--- config.mk ---
export PLATFORM = sky130hd
export DESIGN_NAME = weight_bram_fetch_seq_flat
export DESIGN_NICKNAME = d
export VERILOG_FILES = /design/src/rtl/weight_bram_fetch_seq_if.sv /design/src/rtl/weight_bram_fetch_seq.sv /design/src/flat_wrapper.sv
export SDC_FILE = /design/constraint.sdc
export NUM_CORES = 1
export LEC_CHECK = 0
export CAP_MARGIN = 5
export CORE_MARGIN = 2
export CORE_UTILIZATION = 53
export CTS_BUF_LIST = sky130_fd_sc_hd__clkbuf_8
export CTS_CLUSTER_SIZE = 14
export DETAILED_ROUTE_END_ITERATION = 8
export PLACE_DENSITY = 0.87
export SLEW_MARGIN = 5
export SYNTH_ARGS = -nofsm -noshare
export SYNTH_HDL_FRONTEND = slang
export SYNTH_SLANG_ARGS = --single-unit
--- constraint.sdc ---
create_clock -name clk -period 5.7 [get_ports clk]
set_input_delay 1.14 -clock clk [delete_from_list [all_inputs] [get_ports clk]]
set_output_delay 1.14 -clock clk [all_outputs]
set_load 0.01 [all_outputs]
--- src/rtl/weight_bram_fetch_seq_if.sv ---
// Bus bundle for weight_bram_fetch_seq.
//
// Purpose: groups the control handshake, host write port, BRAM port and
// weight stream of one sequencer instance.
//   master : the sequencer side (drives BRAM port, stream, status, write ack)
//   slave  : the surroundings (host, BRAM, downstream MAC)
// Signals:
//   start/busy/done              sequence control
//   wr_req/wr_addr/wr_data/wr_ack host write port (IDLE only)
//   bram_addr/bram_di/bram_en/bram_we/bram_do  BRAM port
//   w_data/w_idx/w_valid/w_ready/w_last        weight stream
// Optional macro WSEQ_REPEAT_EN adds repeat_cnt (passes minus one).
interface weight_bram_fetch_seq_if #(
  parameter int ADDR_W = 5,
  parameter int DATA_W = 16
);
  logic              start;
  logic              busy;
  logic              done;
  logic              wr_req;
  logic [ADDR_W-1:0] wr_addr;
  logic [DATA_W-1:0] wr_data;
  logic              wr_ack;
  logic [ADDR_W-1:0] bram_addr;
  logic [DATA_W-1:0] bram_di;
  logic              bram_en;
  logic              bram_we;
  logic [DATA_W-1:0] bram_do;
  logic [DATA_W-1:0] w_data;
  logic [ADDR_W-1:0] w_idx;
  logic              w_valid;
  logic              w_ready;
  logic              w_last;
`ifdef WSEQ_REPEAT_EN
  logic [7:0]        repeat_cnt;
`endif

  modport master (
`ifdef WSEQ_REPEAT_EN
    input  repeat_cnt,
`endif
    input  start, wr_req, wr_addr, wr_data, bram_do, w_ready,
    output busy, done, wr_ack, bram_addr, bram_di, bram_en, bram_we,
    output w_data, w_idx, w_valid, w_last
  );

  modport slave (
`ifdef WSEQ_REPEAT_EN
    output repeat_cnt,
`endif
    output start, wr_req, wr_addr, wr_data, bram_do, w_ready,
    input  busy, done, wr_ack, bram_addr, bram_di, bram_en, bram_we,
    input  w_data, w_idx, w_valid, w_last
  );
endinterface

--- src/rtl/weight_bram_fetch_seq.sv ---
// weight_bram_fetch_seq
//
// Purpose: sequences one weight BRAM (negedge-clocked, EN/WE, registered DO)
// for a neuron dot-product. On start it reads addresses 0..DEPTH-1 in order
// and streams each word through a 2-entry output FIFO onto a valid/ready
// port. While idle it lets a host write port reload weights.
// Ports:
//   clk  : single clock; this controller acts on posedge, BRAM on negedge
//   rst  : synchronous active-high reset
//   bus  : weight_bram_fetch_seq_if.master (control, host write, BRAM, stream)
// Optional macro WSEQ_REPEAT_EN: repeat_cnt sampled at start selects
// repeat_cnt+1 back-to-back passes with a single done at the end.
module weight_bram_fetch_seq #(
  parameter int DEPTH  = 28,
  parameter int ADDR_W = 5,
  parameter int DATA_W = 16
) (
  input  logic                    clk,
  input  logic                    rst,
  weight_bram_fetch_seq_if.master bus
);

  localparam logic [ADDR_W-1:0] LAST_ADDR = ADDR_W'(DEPTH - 1);

  typedef enum logic [1:0] {IDLE, FETCH, DRAIN, DONE_ST} state_t;

  state_t            state_reg;
  logic              busy_reg;
  logic              done_reg;
  logic              wr_ack_reg;
  logic [ADDR_W-1:0] bram_addr_reg;
  logic [DATA_W-1:0] bram_di_reg;
  logic              bram_en_reg;
  logic              bram_we_reg;
  logic [ADDR_W-1:0] rd_addr_reg;
  logic              rd_pend_reg;   // read issued last edge, DO lands this edge
  logic [1:0]        occ_reg;       // FIFO occupancy 0..2
  logic [DATA_W-1:0] data0_reg, data1_reg;
  logic [ADDR_W-1:0] idx0_reg, idx1_reg;
  logic              last0_reg, last1_reg;
`ifdef WSEQ_REPEAT_EN
  logic [7:0]        pass_left_reg;
`endif

  logic              pop;
  logic              push;
  logic [2:0]        avail;
  logic              can_issue;
  logic              cap_last;

  assign pop   = (occ_reg != 2'd0) && bus.w_ready;
  assign push  = rd_pend_reg;
  // Slots committed: buffered words plus the read in flight. A word leaving
  // this same edge frees its slot for the read issued now.
  assign avail     = {1'b0, occ_reg} + {2'b00, rd_pend_reg};
  assign can_issue = avail < (3'd2 + {2'b00, pop});
  // bram_addr_reg still holds the address of the read whose data lands now.
  assign cap_last  = (bram_addr_reg == LAST_ADDR);

  always_ff @(posedge clk) begin
    if (rst) begin
      state_reg     <= IDLE;
      busy_reg      <= 1'b0;
      done_reg      <= 1'b0;
      wr_ack_reg    <= 1'b0;
      bram_addr_reg <= '0;
      bram_di_reg   <= '0;
      bram_en_reg   <= 1'b0;
      bram_we_reg   <= 1'b0;
      rd_addr_reg   <= '0;
      rd_pend_reg   <= 1'b0;
      occ_reg       <= 2'd0;
      data0_reg     <= '0;
      data1_reg     <= '0;
      idx0_reg      <= '0;
      idx1_reg      <= '0;
      last0_reg     <= 1'b0;
      last1_reg     <= 1'b0;
`ifdef WSEQ_REPEAT_EN
      pass_left_reg <= 8'd0;
`endif
    end else begin
      bram_en_reg <= 1'b0;
      bram_we_reg <= 1'b0;
      wr_ack_reg  <= 1'b0;
      done_reg    <= 1'b0;
      rd_pend_reg <= 1'b0;

      // Output FIFO: entry 0 is the head presented on the stream port.
      case (occ_reg)
        2'd0: begin
          if (push) begin
            data0_reg <= bus.bram_do;
            idx0_reg  <= bram_addr_reg;
            last0_reg <= cap_last;
          end
        end
        2'd1: begin
          if (push && pop) begin
            data0_reg <= bus.bram_do;
            idx0_reg  <= bram_addr_reg;
            last0_reg <= cap_last;
          end else if (push) begin
            data1_reg <= bus.bram_do;
            idx1_reg  <= bram_addr_reg;
            last1_reg <= cap_last;
          end
        end
        default: begin
          if (pop) begin
            data0_reg <= data1_reg;
            idx0_reg  <= idx1_reg;
            last0_reg <= last1_reg;
            if (push) begin
              data1_reg <= bus.bram_do;
              idx1_reg  <= bram_addr_reg;
              last1_reg <= cap_last;
            end
          end
        end
      endcase
      occ_reg <= occ_reg + {1'b0, push} - {1'b0, pop};

      case (state_reg)
        IDLE: begin
          if (bus.start) begin
            state_reg   <= FETCH;
            busy_reg    <= 1'b1;
            rd_addr_reg <= '0;
`ifdef WSEQ_REPEAT_EN
            pass_left_reg <= bus.repeat_cnt;
`endif
          end else if (bus.wr_req && !wr_ack_reg) begin
            // The host holds wr_req until it sees the ack, so the cycle
            // carrying the ack must not issue a second write.
            bram_en_reg   <= 1'b1;
            bram_we_reg   <= 1'b1;
            bram_addr_reg <= bus.wr_addr;
            bram_di_reg   <= bus.wr_data;
            wr_ack_reg    <= 1'b1;
          end
        end
        FETCH: begin
          if (can_issue) begin
            bram_en_reg   <= 1'b1;
            bram_addr_reg <= rd_addr_reg;
            rd_pend_reg   <= 1'b1;
            if (rd_addr_reg == LAST_ADDR) begin
`ifdef WSEQ_REPEAT_EN
              if (pass_left_reg != 8'd0) begin
                pass_left_reg <= pass_left_reg - 8'd1;
                rd_addr_reg   <= '0;
              end else begin
                state_reg <= DRAIN;
              end
`else
              state_reg <= DRAIN;
`endif
            end else begin
              rd_addr_reg <= rd_addr_reg + ADDR_W'(1);
            end
          end
        end
        DRAIN: begin
          // Only the final pass's last word can still be buffered here.
          if (pop && last0_reg) begin
            state_reg <= DONE_ST;
            busy_reg  <= 1'b0;
            done_reg  <= 1'b1;
          end
        end
        default: begin
          state_reg <= IDLE;
        end
      endcase
    end
  end

  assign bus.busy      = busy_reg;
  assign bus.done      = done_reg;
  assign bus.wr_ack    = wr_ack_reg;
  assign bus.bram_addr = bram_addr_reg;
  assign bus.bram_di   = bram_di_reg;
  assign bus.bram_en   = bram_en_reg;
  assign bus.bram_we   = bram_we_reg;
  assign bus.w_data    = data0_reg;
  assign bus.w_idx     = idx0_reg;
  assign bus.w_valid   = (occ_reg != 2'd0);
  assign bus.w_last    = last0_reg;

endmodule
--- src/flat_wrapper.sv ---
// flat-port wrapper written by rule: the top's interface ports become plain ports
module weight_bram_fetch_seq_flat 
#(
  parameter int DEPTH  = 28,
  parameter int ADDR_W = 5,
  parameter int DATA_W = 16
)
  (clk, rst, bus_start, bus_wr_req, bus_wr_addr, bus_wr_data, bus_bram_do, bus_w_ready, bus_busy, bus_done, bus_wr_ack, bus_bram_addr, bus_bram_di, bus_bram_en, bus_bram_we, bus_w_data, bus_w_idx, bus_w_valid, bus_w_last);
  weight_bram_fetch_seq_if #(.ADDR_W(ADDR_W), .DATA_W(DATA_W)) bus_i ();
  input  logic clk;
  input  logic rst;
  input wire logic [$bits(bus_i.start)-1:0] bus_start;
  input wire logic [$bits(bus_i.wr_req)-1:0] bus_wr_req;
  input wire logic [$bits(bus_i.wr_addr)-1:0] bus_wr_addr;
  input wire logic [$bits(bus_i.wr_data)-1:0] bus_wr_data;
  input wire logic [$bits(bus_i.bram_do)-1:0] bus_bram_do;
  input wire logic [$bits(bus_i.w_ready)-1:0] bus_w_ready;
  output wire logic [$bits(bus_i.busy)-1:0] bus_busy;
  output wire logic [$bits(bus_i.done)-1:0] bus_done;
  output wire logic [$bits(bus_i.wr_ack)-1:0] bus_wr_ack;
  output wire logic [$bits(bus_i.bram_addr)-1:0] bus_bram_addr;
  output wire logic [$bits(bus_i.bram_di)-1:0] bus_bram_di;
  output wire logic [$bits(bus_i.bram_en)-1:0] bus_bram_en;
  output wire logic [$bits(bus_i.bram_we)-1:0] bus_bram_we;
  output wire logic [$bits(bus_i.w_data)-1:0] bus_w_data;
  output wire logic [$bits(bus_i.w_idx)-1:0] bus_w_idx;
  output wire logic [$bits(bus_i.w_valid)-1:0] bus_w_valid;
  output wire logic [$bits(bus_i.w_last)-1:0] bus_w_last;
  assign bus_i.start = bus_start;
  assign bus_i.wr_req = bus_wr_req;
  assign bus_i.wr_addr = bus_wr_addr;
  assign bus_i.wr_data = bus_wr_data;
  assign bus_i.bram_do = bus_bram_do;
  assign bus_i.w_ready = bus_w_ready;
  assign bus_busy = bus_i.busy;
  assign bus_done = bus_i.done;
  assign bus_wr_ack = bus_i.wr_ack;
  assign bus_bram_addr = bus_i.bram_addr;
  assign bus_bram_di = bus_i.bram_di;
  assign bus_bram_en = bus_i.bram_en;
  assign bus_bram_we = bus_i.bram_we;
  assign bus_w_data = bus_i.w_data;
  assign bus_w_idx = bus_i.w_idx;
  assign bus_w_valid = bus_i.w_valid;
  assign bus_w_last = bus_i.w_last;
  weight_bram_fetch_seq #(.DEPTH(DEPTH), .ADDR_W(ADDR_W), .DATA_W(DATA_W)) u_core (.clk(clk), .rst(rst), .bus(bus_i));
endmodule
==> flow_summary.toml <==
[floorplanning]
initial_utilization_pct = 55.5
rows = 28
dieArea_um2 = 6920
die_y_um = 83.2
die_w_um = 83.2
core-area_um2 = 5990
ios = 91

[clocking]
post-cts-setup-buffer-count = 0
clkSinkCount = 79
cts_made_buffers = 9
cts.hold.buffers_added = 0
cts_max_path_buffers = 2
clockRootBuffer = "clkbuf_8"
path_clk_slew_ns = 0.07
clock_latency_ns = 0.34
cts_tree = "done"
cts.repair.resized = 0
htreeDepth = 3

[cells_and_area]
fin_area_um2 = 4420
fin_util_pct = 73.8
final_layout_size_suffix_gt1_share_pct = 5.86
fin_cells = 519
multi_input_area_um2 = 1620
num-fill-cells = 440
num-nets-final = 492
seq_area_um2 = 1580
areaGrowthSynthToFinish_pct = 33.0
antenna_cells = 0

[route]
drt_first_pass_iters = 4
drt_iter0_drc = 120
antenna_left = 0
wl_per_cell_um = 14.3
via_per_inst = 5.45
route.final.wire_length_um = 7430
drc_errors = 0
vias = 2829

[synthesis]
synth-edff-count = 0
syn_area_um2 = 3330
ys.flop_type = "dfxtp_1"
ys_seq_area_share_pct = 47.6
ys_ff_latch = 79
synthArstFlopShare_pct = 0
syn_avg_cell_area_um2 = 9.24
synth_cell_types = 42
postSynthNetCount = 411
syn_inst = 360
ys_warn_count = 0

[setup_path]
cp.arrival_ns = 3.30
crit_path_start = "bus_start"
rr_startpoint = "u_core.state_reg[0]"
worstPathMaxFanout = 19
crit_path_end_kind = "flip-flop"
cp_slowest_cell = "clkdlybuf4s50_1"
slowest_delay_ns = 0.47
critical_path_required_ns = 5.90
path_cells = "clkdlybuf4s50_1 > nor2b_1 > nand3b_2 > o21ai_0 > and2_0 > a211oi_1"
worst-setup-path-type = "input pin to flip-flop"
startpoint_type = "input pin"

[power]
p_sw_mw = 0.672
p_comb_share_pct = 41.7
p_leak_nw = 1.74
pwr_density_cell_nw_per_um2 = 423
switching_share_pct = 36.0
p_int_mw = 1.20
p_seq_share_pct = 38.7
ir_drop_mv = 0.281
pwr-share-clk_pct = 19.6
power_mw = 1.87

[timing]
rsz0062_at_grt = "no"
hold_violations = 0
drv_slew = 0
worst_pin_slew_ns = 1.06
holdWs_ns = 0.460
fmax_ghz = 0.322
finalSetupViolCount = 0
period_share_pct = 54.4
fin_crit_ns = 3.10
timing.final.ws_setup_ns = 2.60
tns_ns = 0
fin_skew_ns = 0.00691
max-slew-margin-rel_pct = 29.3

[run]
maxCapViolCount = 0

[outcome]
status = "completed"

[placed_design]
place.gp.congestion = 0.842
hpwl_um = 5010
dpl_cell_area_um2 = 4250
io_buffers = 90
post-place-cells = 505
pre_cts_ws_ns = 2.28

[global_route]
grt_pass1_vias = 2695
grt_usage_pct = 21.8
grt_antenna_before_repair = 0
grt_max_degree = 47
grt_pass1_wl_um = 12400
overflow = 0

[hold_path]
hp-class = "flip-flop to flip-flop"
hold_start = "u_core.bus.bram_di[8]"
[logic make-up after synthesis]
group	share of synthesized area, %
AND/OR/NAND/NOR	15.2
flip-flops	47.6
AO/OA/AOI/OAI	15.2
multiplexers	14.1
buffers and inverters	3.95
adder cells (fa/ha/maj)	3.39
XOR/XNOR	0.527
[per-layer routing]
layer / vias to the layer above / track usage (%) / wire (um)
met2: 74 / 36.7 / 3590
li1: 1421 / - / -
met1: 1323 / 25.9 / 3250
met3: 11 / 7.16 / 481
met5: - / 0 / 0
met4: 0 / 8.20 / 108
[power by group through the flow]
| stage | logic (mW) | registers (mW) | clock network (mW) |
|---|---|---|---|
| 2_1_floorplan | 0.473 | 0.756 | 0 |
| 3_3_place_gp | 0.755 | 0.732 | 0 |
| 3_5_place_dp | 0.780 | 0.735 | 0 |
| 4_1_cts | 0.784 | 0.724 | 0.376 |
| 5_1_grt | 0.859 | 0.737 | 0.405 |
| 6_report | 0.778 | 0.724 | 0.367 |
[synth_stat cells (4+ instances only)]
cell type,instances,area (um2)
clkbuf_1,15,56.3
a211oi_1,30,225
mux2i_1,47,470
nand2_1,40,150
inv_1,9,33.8
buf_2,5,25.0
o21ai_0,4,20.0
nor2_1,52,195
ha_1,9,113
a21oi_1,28,140
dfxtp_1,79,1580
[layout make-up]
| type | instances | share of cell area (%) |
|---|---|---|
| clock buffers | 11 | 3.42 |
| clock inverters | 3 | 0.453 |
| inverters | 9 | 0.764 |
| multi-input cells | 249 | 36.7 |
| flip-flops and latches | 79 | 35.8 |
| well taps | 75 | 2.12 |
| repair buffers | 93 | 20.8 |
[critical path, delay by kind of cell]
kind,cells,cell delay [ns]
buf+inv,1,0.47
compound gates,2,0.53
simple gates,3,1.17
[final timing paths]
path / end / depth (start not counted) / slack, ns
worst max register to register: u_core.bus.bram_addr[1] / 7 / 3.10
worst min-delay path: u_core.bus.bram_di[8] / 2 / 0.46
worst max-delay path: u_core.bus.bram_addr[1] / 6 / 2.60
worst min register to register: u_core.bus.bram_di[8] / 2 / 0.46
[layout by cell type (no fill, tap or decap), drive strengths merged, types with 2 or more instances in the layout]
| cell type | instances |
|---|---|
| o211ai | 2 |
| nor2b | 3 |
| nand3 | 3 |
| buf | 4 |
| dfxtp | 79 |
| nor3b | 4 |
| a21oi | 29 |
| o21a | 2 |
| mux2i | 47 |
| or2 | 2 |
| a211oi | 30 |
| clkdlybuf4s50 | 89 |
| nand2 | 40 |
| inv | 9 |
| clkinvlp | 2 |
| nand4 | 2 |
| o21ai | 6 |
| nor2 | 52 |
| and2 | 2 |
| clkbuf | 11 |
| ha | 9 |
(Power assumes the default switching activity.)
